--- src/rtl/ppla_spi_shifter.sv ---
// ---------------------------------------------------------------------------
// ppla_spi_shifter
//
// SPI mode-0 master transaction engine. Each accepted KICK runs one
// single-word, MSB-first transfer of N bits (N = TX_BITS, with 0 or >32
// meaning 32). Received bits are shifted in on every rising SCLK edge and
// presented right-aligned, zero-extended on RX_DATA with a one-cycle
// RX_VALID strobe on the edge where chip select is released.
//
// Optional feature: define PPLA_SPI_LOOPBACK_EN to add the LOOPBACK input.
// With LOOPBACK=1 the bit captured on each rising SCLK edge is the current
// SPI_MOSI instead of SPI_MISO; the SPI pins still toggle normally.
//
// Parameters
//   HALF_PERIOD  CLK cycles per SCLK half-period (H), legal 1..255
//
// Ports
//   CLK        system clock
//   RESET      synchronous, active-high reset
//   KICK       start request, level-sampled while idle
//   BUSY       high from kick acceptance until the end of the transfer
//   TX_DATA    transmit word, right-aligned (low N bits are sent)
//   TX_BITS    transfer length N (0 or >32 means 32)
//   RX_DATA    received word, right-aligned, zero-extended
//   RX_VALID   one-cycle strobe, RX_DATA updated
//   SPI_SCLK   serial clock, idles low
//   SPI_CS_N   chip select, active low
//   SPI_MOSI   serial data out
//   SPI_MISO   serial data in
//   LOOPBACK   (PPLA_SPI_LOOPBACK_EN only) capture MOSI instead of MISO
// ---------------------------------------------------------------------------
module ppla_spi_shifter #(
  parameter int HALF_PERIOD = 4
) (
  input  logic        CLK,
  input  logic        RESET,
`ifdef PPLA_SPI_LOOPBACK_EN
  input  logic        LOOPBACK,
`endif
  input  logic        KICK,
  output logic        BUSY,
  input  logic [31:0] TX_DATA,
  input  logic [5:0]  TX_BITS,
  output logic [31:0] RX_DATA,
  output logic        RX_VALID,
  output logic        SPI_SCLK,
  output logic        SPI_CS_N,
  output logic        SPI_MOSI,
  input  logic        SPI_MISO
);

  typedef enum logic [2:0] {
    S_IDLE,
    S_SETUP,
    S_SCLK_HI,
    S_SCLK_LO,
    S_HOLD,
    S_GAP
  } state_t;

  localparam logic [7:0] DIV_LAST = 8'(HALF_PERIOD - 1);

  state_t      state_q, state_d;
  logic [7:0]  div_q, div_d;
  logic [5:0]  bit_cnt_q, bit_cnt_d;
  logic [31:0] tx_q, tx_d;
  logic [31:0] rx_shift_q, rx_shift_d;
  logic [31:0] rx_data_q, rx_data_d;
  logic        rx_valid_q, rx_valid_d;
  logic        busy_q, busy_d;
  logic        sclk_q, sclk_d;
  logic        cs_n_q, cs_n_d;
  logic        mosi_q, mosi_d;

  logic        div_done;
  logic [5:0]  n_req;
  logic [5:0]  first_idx;
  logic [5:0]  next_idx;
  logic        sample_bit;

  // Every non-idle state lasts exactly one half-period; the divider wraps on
  // the same edge the state changes.
  assign div_done  = (div_q == DIV_LAST);
  assign n_req     = ((TX_BITS == 6'd0) || (TX_BITS > 6'd32)) ? 6'd32 : TX_BITS;
  assign first_idx = n_req - 6'd1;
  assign next_idx  = bit_cnt_q - 6'd2;

`ifdef PPLA_SPI_LOOPBACK_EN
  assign sample_bit = LOOPBACK ? mosi_q : SPI_MISO;
`else
  assign sample_bit = SPI_MISO;
`endif

  always_comb begin
    // NOTE: every *_d gets its hold value first so no path through the case
    // leaves a signal unassigned (which would infer a latch).
    state_d    = state_q;
    bit_cnt_d  = bit_cnt_q;
    tx_d       = tx_q;
    rx_shift_d = rx_shift_q;
    rx_data_d  = rx_data_q;
    rx_valid_d = 1'b0;
    busy_d     = busy_q;
    sclk_d     = sclk_q;
    cs_n_d     = cs_n_q;
    mosi_d     = mosi_q;
    div_d      = ((state_q == S_IDLE) || div_done) ? 8'd0 : div_q + 8'd1;

    unique case (state_q)
      S_IDLE: begin
        // Acceptance raises BUSY on the sampling edge itself so the upstream
        // repeater sees it one cycle after its kick pulse.
        if (KICK) begin
          busy_d     = 1'b1;
          cs_n_d     = 1'b0;
          tx_d       = TX_DATA;
          bit_cnt_d  = n_req;
          mosi_d     = TX_DATA[first_idx[4:0]];
          rx_shift_d = '0;
          state_d    = S_SETUP;
        end
      end

      S_SETUP: begin
        if (div_done) begin
          sclk_d     = 1'b1;
          rx_shift_d = {rx_shift_q[30:0], sample_bit};
          state_d    = S_SCLK_HI;
        end
      end

      S_SCLK_HI: begin
        if (div_done) begin
          sclk_d    = 1'b0;
          bit_cnt_d = bit_cnt_q - 6'd1;
          // MOSI moves only on the falling edge, and only while bits remain;
          // after the last bit it holds its value.
          if (bit_cnt_q != 6'd1) begin
            mosi_d = tx_q[next_idx[4:0]];
          end
          state_d = S_SCLK_LO;
        end
      end

      S_SCLK_LO: begin
        if (div_done) begin
          // With the counter exhausted, the last bit still gets its full
          // SCLK-low half-period before the CS hold window starts.
          if (bit_cnt_q == 6'd0) begin
            state_d = S_HOLD;
          end else begin
            sclk_d     = 1'b1;
            rx_shift_d = {rx_shift_q[30:0], sample_bit};
            state_d    = S_SCLK_HI;
          end
        end
      end

      S_HOLD: begin
        if (div_done) begin
          cs_n_d     = 1'b1;
          mosi_d     = 1'b0;
          rx_data_d  = rx_shift_q;
          rx_valid_d = 1'b1;
          state_d    = S_GAP;
        end
      end

      S_GAP: begin
        if (div_done) begin
          busy_d  = 1'b0;
          state_d = S_IDLE;
        end
      end

      default: state_d = S_IDLE;
    endcase
  end

  // NOTE: sequential state uses non-blocking assignments only, so every flop
  // samples the pre-edge value of every other flop.
  always_ff @(posedge CLK) begin
    if (RESET) begin
      // NOTE: the shift and latched-word registers are reset as well; an
      // aborted transfer must leave RX_DATA and all counters at zero.
      state_q    <= S_IDLE;
      div_q      <= '0;
      bit_cnt_q  <= '0;
      tx_q       <= '0;
      rx_shift_q <= '0;
      rx_data_q  <= '0;
      rx_valid_q <= 1'b0;
      busy_q     <= 1'b0;
      sclk_q     <= 1'b0;
      cs_n_q     <= 1'b1;
      mosi_q     <= 1'b0;
    end else begin
      state_q    <= state_d;
      div_q      <= div_d;
      bit_cnt_q  <= bit_cnt_d;
      tx_q       <= tx_d;
      rx_shift_q <= rx_shift_d;
      rx_data_q  <= rx_data_d;
      rx_valid_q <= rx_valid_d;
      busy_q     <= busy_d;
      sclk_q     <= sclk_d;
      cs_n_q     <= cs_n_d;
      mosi_q     <= mosi_d;
    end
  end

  assign BUSY     = busy_q;
  assign RX_DATA  = rx_data_q;
  assign RX_VALID = rx_valid_q;
  assign SPI_SCLK = sclk_q;
  assign SPI_CS_N = cs_n_q;
  assign SPI_MOSI = mosi_q;

endmodule
--- config.mk ---
export PLATFORM = sky130hd
export DESIGN_NAME = ppla_spi_shifter
export DESIGN_NICKNAME = d
export VERILOG_FILES = /design/src/rtl/ppla_spi_shifter.sv
export SDC_FILE = /design/constraint.sdc
export NUM_CORES = 1
export LEC_CHECK = 0
export BUFFER_PORTS_ARGS = -buffer_cell sky130_fd_sc_hd__buf_2
export CELL_PAD_IN_SITES_DETAIL_PLACEMENT = 0
export CELL_PAD_IN_SITES_GLOBAL_PLACEMENT = 1
export CORE_MARGIN = 2
export CORE_UTILIZATION = 32
export DETAILED_ROUTE_END_ITERATION = 8
export PLACE_DENSITY_LB_ADDON = 0.1
export SETUP_SLACK_MARGIN = 0.2
export SLEW_MARGIN = 20
export SYNTH_ARGS = -nofsm -noshare
export SYNTH_HDL_FRONTEND = slang
export SYNTH_SLANG_ARGS = --single-unit
--- constraint.sdc ---
create_clock -name CLK -period 5 [get_ports CLK]
set_input_delay 0.25 -clock CLK [delete_from_list [all_inputs] [get_ports CLK]]
set_output_delay 0.25 -clock CLK [all_outputs]
set_load 0.02 [all_outputs]
==> out/results.md, run 1 <==
Setup path
• 7 — worst r2r path cells
• div_q[0]$_SDFF_PP0_ — crit path launch
• sky130_fd_sc_hd__nor4_4 — slowest stage cell on the critical path
• flip-flop — type of destination of the critical path
• 18 — largest fanout on the critical path
• 1 — combined buffer and inverter count along the critical path
• 3.54 ns — endpoint arrival time on the critical path
• flip-flop — startpoint types
• flip-flop to flip-flop — critical path start-end classification
• 7 — number of cells on the critical path
• 0.66 ns — delay of the slowest cell on the worst path
• sky130_fd_sc_hd__nor4_4 — cell repeated most along the worst path
• ha_1 -> or4b_1 -> nor4_4 -> nand2_1 -> nor4_4 -> buf_4 -> a22o_1 — cells along the critical path
• 5.36 ns — worst path required time
• simple AND/OR/NAND/NOR gates — kind of cell adding the most delay to the critical path
• div_q[0]$_SDFF_PP0_ — worst reg2reg path startpoint

Detailed routing
• 0 — number of design rule violations left after detail routing
• 13490 um — Post-Route WL
• 5 — 1st-pass router iterations
• 0 — ANT nets after route
• 15.54 um — Routed wire per std cell
• 4.959 — drt via density
• 192 — starting DRC count in detailed routing
• 4304 — via count

Timing
• 0 ns — total negative slack for setup checks
• 0 — # setup viols final
• 0.3827 — worst slew slack as a fraction of its limit
• 0 — hold violation count in the final report
• 3.187 ns — min cycle time layout
• 0.6373 — fin crit share
• 0.01299 ns — Layout Skew
• false — RSZ-0062 raised after global routing
• 0.9259 ns — actual transition at the worst max-transition pin
• 0 — final max-slew violation count
• 0.3138 GHz — upper clock frequency limit

Logic synthesis
• sky130_fd_sc_hd__dfxtp_1 — post-synth top area cell
• 0.08108 — proportion of synthesized area in mux cells
• 0.1994 — post-synthesis simple-gate area fraction
• 627 — Synth Net Count
• 578 — Synth Instances
• 8.890 um^2 — post-synthesis average cell area
• 0.01704 — adder-cell share of the synthesized area
• 0.1865 — area fraction in compound gates after synthesis
• 0 — asr flop ratio synth
• sky130_fd_sc_hd__dfxtp_1 46%, sky130_fd_sc_hd__nand2_1 8.1%, sky130_fd_sc_hd__a21oi_1 7.8% — Synth area leaders
• sky130_fd_sc_hd__dfxtp_1 — most frequently used cell type in the post-synthesis netlist
• 0 — count of flip-flops with a built-in enable after synthesis
• 0 — synthesis warning total
• 0.4597 — Yosys top cell area share
• 0.01534 — xor and xnor fraction of the mapped netlist area
• 118 — number of synthesized register bits
• 5139 um^2 — mapped cell area
• 118 x sky130_fd_sc_hd__dfxtp_1, 111 x sky130_fd_sc_hd__nand2_1, 80 x sky130_fd_sc_hd__a21oi_1 — commonest cells in the netlist
• 0.4597 — Seq/Total Area, Yosys
• sky130_fd_sc_hd__dfxtp_1 — flip-flop cell with the highest count after synthesis
• 57 — distinct cell type count of the synthesized netlist
• simple AND/OR/NAND/NOR gates — largest family of logic cells by synthesized area

Power and ir drop
• 2.414 nW — leakage
• 376.2 nW/um^2 — total power per unit cell area
• 2.365 mW — Total Power
• 0.2181 mV — VDD IR max

Clock tree
• sky130_fd_sc_hd__clkbuf_16 — clock root buffer
• 4 — H-tree level count
• built — TritonCTS clock tree
• 0 — setup fix buffers added after clock tree synthesis
• 0 — CTS hold repair buffers
• 17 — number of buffers created by CTS
• 118 — Clock Sinks
• 0.41 ns — insertion delay to the later sink of the worst-skew pair
• 2 — Clock Path Buffers
• 0 — number of instances resized during post-cts repair
• 0.06 ns — clock slew at the register clock pins of the worst setup and hold paths

Floorplan
• 130.7 um — Chip Width
• 15770 um^2 — standard cell core area
• 130.7 um — vertical die dimension
• 46 — number of rows created at floorplan
• 17090 um^2 — full die area
• 79 — number of top-level pins
• 0.3258 — effective utilization at floorplan

Layout
• 688 — count of nets after finishing
• 0 — number of antenna repair diodes
• 0.2270 — fraction of final layout cells sized beyond drive strength 1
• 22.30% — Area growth, synth to finish

Placed design
• 9098 um — Detailed Place HPWL
• 0.7963 — Final GP Congestion
• 78 — PortBufs

GRT
• 4054 — via count of the first global-routing pass
• 0 — initial antenna violation count
• 81 — pin count of the biggest net entering global routing
• 21360 um — wire length of the first global-routing pass
• 0 — GR Overflow Total
• 0.1628 — total routing usage reported by global routing

Min path
• input pin to flip-flop — worst hold path type
• 3 — worst hold path cell count
• TX_DATA[14] — min-delay src

Run
• 0 — Max Cap Violations

Run status
• finished, final reports clean — result of the run

==> metrics by stage <==
stage	setup slack, ns	cells	utilization	area, um^2	hold WS (ns)
2_1_floorplan	2.321	578	-	5139	0.3860
3_3_place_gp	1.829	836	0.3617	5704	0.4366
3_5_place_dp	1.758	836	0.3619	5707	0.4354
4_1_cts	1.740	868	0.3984	6284	0.06289
5_1_grt	1.478	868	0.3985	6285	0.07678
6_report	1.813	868	0.3985	6285	0.08110
==> final timing paths <==
check,slack (ns),endpoint
max reg2reg,1.81,RX_DATA[28]$_SDFFE_PP0P_
max,1.81,RX_DATA[28]$_SDFFE_PP0P_
min reg2reg,0.44,SPI_CS_N$_SDFFE_PP1P_
min,0.08,tx_q[14]$_SDFFE_PP0P_
==> sequential cells by signal, indices dropped and copies added, names as in the netlist <==
signal,flops
RX_DATA,32
rx_shift_q,32
tx_q,32
div_q,8
bit_cnt_q,6
state_q,3
BUSY,1
RX_VALID,1
SPI_CS_N,1
SPI_MOSI,1
SPI_SCLK,1
==> cell usage in the layout, fill, tap and decap left out, drive strengths merged, types with 6 or more instances in the layout <==
master / netlist / final
nand2: 111 / 111
nor4: 8 / 8
nor2: 25 / 25
clkinv: 1 / 8
nor3: 7 / 7
nand3: 38 / 38
dfxtp: 118 / 118
ha: 7 / 7
a21oi: 80 / 80
buf: 7 / 86
a22o: 33 / 33
mux4: 13 / 13
mux2i: 9 / 9
inv: 7 / 9
clkbuf: 37 / 19
o21ai: 11 / 11
xor2: 6 / 6
==> worst register-to-register path: stages (launching register included) <==
cell,delay [ns]
sky130_fd_sc_hd__dfxtp_1,0.36
sky130_fd_sc_hd__ha_1,0.24
sky130_fd_sc_hd__or4b_1,0.51
sky130_fd_sc_hd__nor4_4,0.59
sky130_fd_sc_hd__nand2_1,0.23
sky130_fd_sc_hd__nor4_4,0.67
sky130_fd_sc_hd__buf_4,0.37
sky130_fd_sc_hd__a22o_1,0.17
==> cell families after synthesis <==
group	after synthesis
simple gates	218
compound gates	149
flops	118
buf+inv	52
mux	25
xor+xnor	9
fa+ha+maj	7
==> layer usage <==
layer,wire (um),part of all wire,track usage
met3,416,0.031,0.03827
met1,6780,0.50,0.2264
met2,6178,0.46,0.2451
met4,110,0.0082,0.06320
met5,0,0,0
==> report_power, final <==
group	switching, mW	total (mW)	internal, mW
sequential	0.0192	0.982	0.963
clock	0.453	1.17	0.714
combinational	0.130	0.216	0.0854
total	0.602	2.36	1.76
==> final cells by class <==
type / count / area (um^2)
Multi-Input combinational cell: 408 / 2595
Sequential cell: 118 / 2362
Clock buffer: 19 / 452.9
Fill cell: 1639 / 9485
Clock inverter: 13 / 123.9
Tap cell: 216 / 270.3
Timing Repair Buffer: 86 / 450.4
Inverter: 8 / 30.03
No activity file was read; power rests on OpenSTA's default activity.
==> inputs of run 2 (changes only) <==
==> constraint.sdc (replaced) <==
create_clock -name CLK -period 3 [get_ports CLK]
set_input_delay 0.15 -clock CLK [delete_from_list [all_inputs] [get_ports CLK]]
set_output_delay 0.15 -clock CLK [all_outputs]
set_load 0.02 [all_outputs]
==> run 2 against run 1 <==
Compared with the run above:
- flip-flop and latch count stayed put
- fmax is 26% higher
- hold slack worse by 0.061 ns
- wire length is 0.80% higher
- via count is 5.0% higher
- clock power is 68% higher
- global-route usage is 0.47 points higher
- clock skew is 0.0071 ns lower
- critical path depth stayed put
==> out/results.md, run 2 (same netlist as run 1, synthesis figures left out) <==
Run status
• finished, final reports clean — result of the run

Setup path
• flip-flop — startpoint types
• bit_cnt_q[0]$_SDFFE_PP0P_ — worst reg2reg endpoint
• sky130_fd_sc_hd__or4b_1 — slowest stage cell on the critical path
• 2.85 ns — endpoint arrival time on the critical path
• 1 — combined buffer and inverter count along the critical path
• flip-flop — type of destination of the critical path
• ha_1 -> or4b_1 -> nor4_4 -> buf_4 -> a21o_1 -> o21ai_0 -> a221oi_1 — cells along the critical path
• 0.46 ns — R2R Setup Slk
• div_q[0]$_SDFF_PP0_ — worst reg2reg path startpoint
• 7 — worst r2r path cells
• simple AND/OR/NAND/NOR gates — kind of cell adding the most delay to the critical path
• 3.31 ns — worst path required time
• flip-flop to flip-flop — critical path start-end classification
• 10 — largest fanout on the critical path
• 0.50 ns — delay of the slowest cell on the worst path

Floorplan
• 17090 um^2 — full die area
• 79 — number of top-level pins
• 130.7 um — Chip Width
• 0.3258 — effective utilization at floorplan
• 15770 um^2 — standard cell core area
• 46 — number of rows created at floorplan
• 130.7 um — vertical die dimension

Power and ir drop
• 602.3 nW/um^2 — total power per unit cell area
• 0.3889 mV — VDD IR max
• 4.011 mW — Total Power
• 2.576 nW — leakage

Clock tree
• built — TritonCTS clock tree
• 118 — Clock Sinks
• 17 — number of buffers created by CTS
• 0.41 ns — insertion delay to the later sink of the worst-skew pair
• 4 — H-tree level count
• sky130_fd_sc_hd__clkbuf_16 — clock root buffer
• 2 — Clock Path Buffers
• 0.05 ns — clock slew at the register clock pins of the worst setup and hold paths

Detailed routing
• 4.990 — drt via density
• 13590 um — Post-Route WL
• 6486 um — routed length on met1
• 215 — starting DRC count in detailed routing
• 4521 — via count
• 537 um — met3 routed wirelength
• 0 — ANT nets after route
• 6286 um — met2 wire len
• 15.00 um — Routed wire per std cell
• 0 — number of design rule violations left after detail routing
• met4 — top routing layer used
• 4 — 1st-pass router iterations

Placed design
• 0.7671 — Final GP Congestion
• 78 — PortBufs
• 9198 um — Detailed Place HPWL

Timing
• 0 — # setup viols final
• 0.005845 ns — Layout Skew
• 0.02045 ns — Fin Hold WS
• 0 — final max-slew violation count
• 0 ns — total negative slack for setup checks
• 0.4765 — worst slew slack as a fraction of its limit
• 0.3939 GHz — upper clock frequency limit
• 0 — hold violation count in the final report
• 0.7828 ns — actual transition at the worst max-transition pin
• 0.8461 — fin crit share
• false — RSZ-0062 raised after global routing
• 2.538 ns — min cycle time layout

Layout
• 29.61% — Area growth, synth to finish
• 1609 — fill cell total of the finished layout
• 0.2188 — fraction of final layout cells sized beyond drive strength 1
• sky130_fd_sc_hd__dfxtp_1 — most common library cell in the layout ignoring fill and taps
• 118 x sky130_fd_sc_hd__dfxtp_1, 111 x sky130_fd_sc_hd__nand2_1, 80 x sky130_fd_sc_hd__a21oi_1, 78 x sky130_fd_sc_hd__buf_2, 38 x sky130_fd_sc_hd__nand3_1 — most frequent cells in the layout
• 0 — number of antenna repair diodes
• 726 — count of nets after finishing

Run
• 0 — Max Cap Violations

Min path
• tx_q[0]$_SDFFE_PP0P_ — Worst Hold Path EP
• input pin to flip-flop — worst hold path type
• 3 — worst hold path cell count
• TX_DATA[0] — min-delay src

GRT
• 0 — initial antenna violation count
• 4260 — via count of the first global-routing pass
• 0.1675 — total routing usage reported by global routing
• 0 — GR Overflow Total
• 22090 um — wire length of the first global-routing pass
• 34 — pin count of the biggest net entering global routing

-- run 2: changes by cell type in the layout (fill, tap and decap cells not counted), moves of 2 or more --
cell                            previous run  this run
sky130_fd_sc_hd__inv_6                     2         0
sky130_fd_sc_hd__clkbuf_1                  0         2
sky130_fd_sc_hd__clkinv_4                  5         2
sky130_fd_sc_hd__dlygate4sd3_1             0        31
sky130_fd_sc_hd__clkinvlp_4                3         5
sky130_fd_sc_hd__buf_4                     8        13
-- run 2: how the worst max path moves through the flow --
stage / start / end / slack (ns) / cells after the start
6_report: div_q[0]$_SDFF_PP0_ / bit_cnt_q[0]$_SDFFE_PP0P_ / 0.46 / 7
5_1_grt: div_q[0]$_SDFF_PP0_ / rx_shift_q[23]$_SDFFE_PP0P_ / 0.21 / 8
4_1_cts: div_q[0]$_SDFF_PP0_ / rx_shift_q[13]$_SDFFE_PP0P_ / 0.40 / 8
3_5_place_dp: TX_BITS[5] / SPI_MOSI$_SDFFE_PP0P_ / 0.27 / 9
3_3_place_gp: TX_BITS[5] / SPI_MOSI$_SDFFE_PP0P_ / 0.29 / 9
2_1_floorplan: TX_BITS[0] / SPI_MOSI$_SDFFE_PP0P_ / 0.42 / 10
-- run 2: through the flow --
step | cell area, um^2 | util | instances | worst slack, ns
global placement | 5769 | 0.3658 | 843 | 0.2857
CTS | 6656 | 0.4221 | 906 | 0.4023
detailed placement | 5769 | 0.3658 | 843 | 0.2704
global route | 6660 | 0.4223 | 906 | 0.2121
finish | 6660 | 0.4223 | 906 | 0.4616
floorplan | 5139 | - | 578 | 0.4211
-- run 2: worst register-to-register path: stages, from the launching register on --
cell and delay, ns:
sky130_fd_sc_hd__dfxtp_1 0.37, sky130_fd_sc_hd__ha_1 0.25, sky130_fd_sc_hd__or4b_1 0.50, sky130_fd_sc_hd__nor4_4 0.33
sky130_fd_sc_hd__buf_4 0.25, sky130_fd_sc_hd__a21o_1 0.29, sky130_fd_sc_hd__o21ai_0 0.14, sky130_fd_sc_hd__a221oi_1 0.32
-- run 2: power by group --
part / internal (mW) / switching (mW)
logic: 0.179 / 0.231
registers: 1.61 / 0.0270
clock network: 1.24 / 0.730
-- run 2: layer usage --
metal,vias up,track usage
li1,2268,-
met1,2126,0.2207
met2,106,0.2629
met3,21,0.03664
met4,0,0.07760
met5,-,0
-- run 2: layout make-up --
cell class              instances  area [um^2]  area share
clock buffers                  20        446.7     0.06707
clock inverters                12        130.1     0.01954
inverters                       8        30.03    0.004509
multi-input cells             408         2591      0.3891
flip-flops and latches        118         2362      0.3547
well taps                     216        270.3     0.04058
repair buffers                124        829.5      0.1246
-- run 2: timing repair --
action                                 CTS  global route
setup endpoints to repair                0            30
endpoints found under the hold margin   31             0
hold buffers                            31             0
gates resized for setup                  0             1
buffers inserted                         0             0
==> inputs of run 3 (changes only) <==
--- a/config.mk
+++ b/config.mk
@@ -5,6 +5,7 @@
 export SDC_FILE = /design/constraint.sdc
 export NUM_CORES = 1
 export LEC_CHECK = 0
+export ABC_AREA = 1
 export BUFFER_PORTS_ARGS = -buffer_cell sky130_fd_sc_hd__buf_2
 export CELL_PAD_IN_SITES_DETAIL_PLACEMENT = 0
 export CELL_PAD_IN_SITES_GLOBAL_PLACEMENT = 1
==> constraint.sdc (replaced) <==
create_clock -name CLK -period 2.1 [get_ports CLK]
set_input_delay 0.105 -clock CLK [delete_from_list [all_inputs] [get_ports CLK]]
set_output_delay 0.105 -clock CLK [all_outputs]
set_load 0.02 [all_outputs]
==> run 3 against run 2 <==
Compared with the run above:
- clock skew is 0.0062 ns higher
- sequential share of layout area is 2.1 points lower
- non-clock buffer count is 9 higher
- critical path depth is 2 higher
- register-to-register slack worse by 0.15 ns
- total power is 130% higher
- highest routed layer unchanged
==> out/results.md, run 3 <==
Clock tree
• 0.06 ns — clock slew at the register clock pins of the worst setup and hold paths
• 118 — Clock Sinks
• 0.41 ns — insertion delay to the later sink of the worst-skew pair
• 2 — Clock Path Buffers
• built — TritonCTS clock tree
• sky130_fd_sc_hd__clkbuf_16 — clock root buffer
• 17 — number of buffers created by CTS
• 4 — H-tree level count

Power and ir drop
• 5.822 mW — internal power consumption
• 3.352 mW — Net Switching
• 1294 nW/um^2 — total power per unit cell area
• 0.342 — part of the power in combinational logic
• 0.3654 — Net Sw Frac
• 0.326 — part of the power in registers
• 3.018 nW — leakage
• 0.8339 mV — VDD IR max
• 0.331 — fraction of power consumed by the clock network

Logic synthesis
• 7.557 um^2 — post-synthesis average cell area
• 706 — Synth Instances
• 0 — synthesis warning total
• 755 — Synth Net Count
• 0.4428 — Seq/Total Area, Yosys
• 36 — distinct cell type count of the synthesized netlist
• 118 x sky130_fd_sc_hd__dfxtp_1, 95 x sky130_fd_sc_hd__inv_1, 93 x sky130_fd_sc_hd__o21ai_0 — commonest cells in the netlist
• 0.4428 — Yosys top cell area share
• 0 — asr flop ratio synth
• 5335 um^2 — mapped cell area
• sky130_fd_sc_hd__dfxtp_1 — post-synth top area cell
• 118 — number of synthesized register bits
• sky130_fd_sc_hd__dfxtp_1 44%, sky130_fd_sc_hd__o21ai_0 8.7%, sky130_fd_sc_hd__a21oi_1 8.1% — Synth area leaders
• sky130_fd_sc_hd__dfxtp_1 — flip-flop cell with the highest count after synthesis
• 0 — count of flip-flops with a built-in enable after synthesis
• sky130_fd_sc_hd__dfxtp_1 — most frequently used cell type in the post-synthesis netlist

Placed design
• 980 — total instance count after detailed placement
• 9887 um — Detailed Place HPWL
• 78 — PortBufs
• 0.1249 ns — Setup Slack @ Placement
• 0.8421 — Final GP Congestion

Timing
• 0 ns — total negative slack for setup checks
• 0 — hold violation count in the final report
• 0.8516 — fin crit share
• 1.788 ns — min cycle time layout
• 0.01205 ns — Layout Skew
• 0 — # setup viols final
• 0.01425 ns — Fin Hold WS
• true — RSZ-0062 raised after global routing
• 0 — final max-slew violation count
• 0.5857 ns — actual transition at the worst max-transition pin
• 0.5592 GHz — upper clock frequency limit
• 0.3117 ns — final setup slack of the worst path
• 0.6091 — worst slew slack as a fraction of its limit

Floorplan
• 79 — number of top-level pins
• 47 — number of rows created at floorplan
• 133.1 um — Chip Width
• 0.3240 — effective utilization at floorplan
• 133.1 um — vertical die dimension
• 17720 um^2 — full die area
• 16470 um^2 — standard cell core area

GRT
• 0 — GR Overflow Total
• 24790 um — wire length of the first global-routing pass
• 67 — pin count of the biggest net entering global routing
• 0.1727 — total routing usage reported by global routing
• 4962 — via count of the first global-routing pass
• 0 — initial antenna violation count

Layout
• 1049 — count of non-filler cells in the finished layout
• 115 x sky130_fd_sc_hd__dfxtp_1, 94 x sky130_fd_sc_hd__inv_1, 93 x sky130_fd_sc_hd__o21ai_0, 85 x sky130_fd_sc_hd__a21oi_1, 78 x sky130_fd_sc_hd__buf_2 — most frequent cells in the layout
• 0.2159 — fraction of final layout cells sized beyond drive strength 1
• 0.4305 — Finished Core Util
• 32.88% — Area growth, synth to finish
• 1743 — fill cell total of the finished layout
• 0 — number of antenna repair diodes
• sky130_fd_sc_hd__dfxtp_1 — most common library cell in the layout ignoring fill and taps
• 865 — count of nets after finishing

Setup path
• flip-flop — type of destination of the critical path
• flip-flop to flip-flop — critical path start-end classification
• bit_cnt_q[1]$_SDFFE_PP0P_ — crit path launch
• 8 — largest fanout on the critical path
• flip-flop — startpoint types
• bit_cnt_q[1]$_SDFFE_PP0P_ — worst reg2reg path startpoint
• 2.09 ns — endpoint arrival time on the critical path
• 2.41 ns — worst path required time

Detailed routing
• 285 — starting DRC count in detailed routing
• 14.05 um — Routed wire per std cell
• 0 — number of design rule violations left after detail routing
• 4.713 — drt via density
• 4944 — via count
• 14740 um — Post-Route WL
• 4 — 1st-pass router iterations
• 0 — ANT nets after route

Min path
• TX_DATA[0] — min-delay src
• input pin to flip-flop — worst hold path type

Run status
• finished, final reports clean — result of the run

Run
• 0 — Max Cap Violations

run 3: cell count changes after synthesis, moves of 7 or more:
cell	before	now
sky130_fd_sc_hd__a211oi_1	1	32
sky130_fd_sc_hd__nand2_1	111	77
sky130_fd_sc_hd__a22o_1	33	0
sky130_fd_sc_hd__nor2_1	25	43
sky130_fd_sc_hd__o21ai_0	11	93
sky130_fd_sc_hd__buf_2	6	13
sky130_fd_sc_hd__nand4_1	1	18
sky130_fd_sc_hd__inv_2	0	7
sky130_fd_sc_hd__mux4_2	13	0
sky130_fd_sc_hd__inv_1	7	95
sky130_fd_sc_hd__clkbuf_1	37	23
sky130_fd_sc_hd__mux2i_1	9	0
run 3: what timing repair did:
item | 4_1_cts | 5_1_grt
hold buffers | 33 | 0
endpoints found under the setup margin | 3 | 60
resized for setup | 1 | 17
gates cloned | 1 | 0
pin swaps | 1 | 5
buffers inserted | 0 | 3
endpoints found under the hold margin | 33 | 0
run 3: metal layers:
metal,vias to the layer above,wire length (um),GRT usage
met3,10,581,0.04452
met1,2247,6966,0.2183
met4,0,115,0.04551
met5,-,0,0
li1,2602,-,-
met2,85,7074,0.2942
run 3: logic make-up after synthesis:
kind of cell	share of synthesized area
flip-flops	0.4428
buffers and inverters	0.1107
adder cells (fa/ha/maj)	0.01642
AO/OA/AOI/OAI	0.2362
AND/OR/NAND/NOR	0.1841
XOR/XNOR	0.009852
run 3: stage by stage:
step           power [mW]  area [um^2]
3_3_place_gp        5.872         6023
3_5_place_dp        5.909         6023
2_1_floorplan       5.230         5408
4_1_cts             9.198         7004
5_1_grt             9.844         7089
6_report            9.173         7089
run 3: path summary, 6_finish.rpt:
check,to,slack (ns),cells past startpoint
hold / removal,tx_q[0]$_SDFFE_PP0P_,0.01,3
hold reg to reg,div_q[0]$_SDFF_PP0_,0.44,1
setup reg to reg,SPI_MOSI$_SDFFE_PP0P_,0.31,9
setup / recovery,SPI_MOSI$_SDFFE_PP0P_,0.31,9
run 3: area by class of cell:
class	count	area [um^2]	share of cell area
multi-input combinational	442	2479	0.3496
clock inverter	15	190.2	0.02683
sequential	118	2366	0.3337
clock buffer	17	425.4	0.06001
timing repair buffer	133	955.9	0.1348
inverter	104	397.9	0.05612
tap	220	275.3	0.03883
run 3: worst max-delay path, cell delays in order, from the launching register on:
cell                       delay (ns)
sky130_fd_sc_hd__dfxtp_1         0.32
sky130_fd_sc_hd__inv_1           0.09
sky130_fd_sc_hd__ha_1            0.54
sky130_fd_sc_hd__o221ai_1        0.24
sky130_fd_sc_hd__o211ai_1        0.15
sky130_fd_sc_hd__nand3_1         0.11
sky130_fd_sc_hd__nand3_1         0.08
sky130_fd_sc_hd__nand2_1         0.05
sky130_fd_sc_hd__clkinv_1        0.05
sky130_fd_sc_hd__a21oi_2         0.04
run 3: power by group through the flow:
stage	clock network [mW]	logic (mW)	registers, mW
floorplan	0	2.24	2.99
global placement	0	2.85	3.02
detailed placement	0	2.89	3.02
CTS	3.11	3.11	2.98
global route	3.22	3.57	3.05
finish	3.04	3.14	2.99
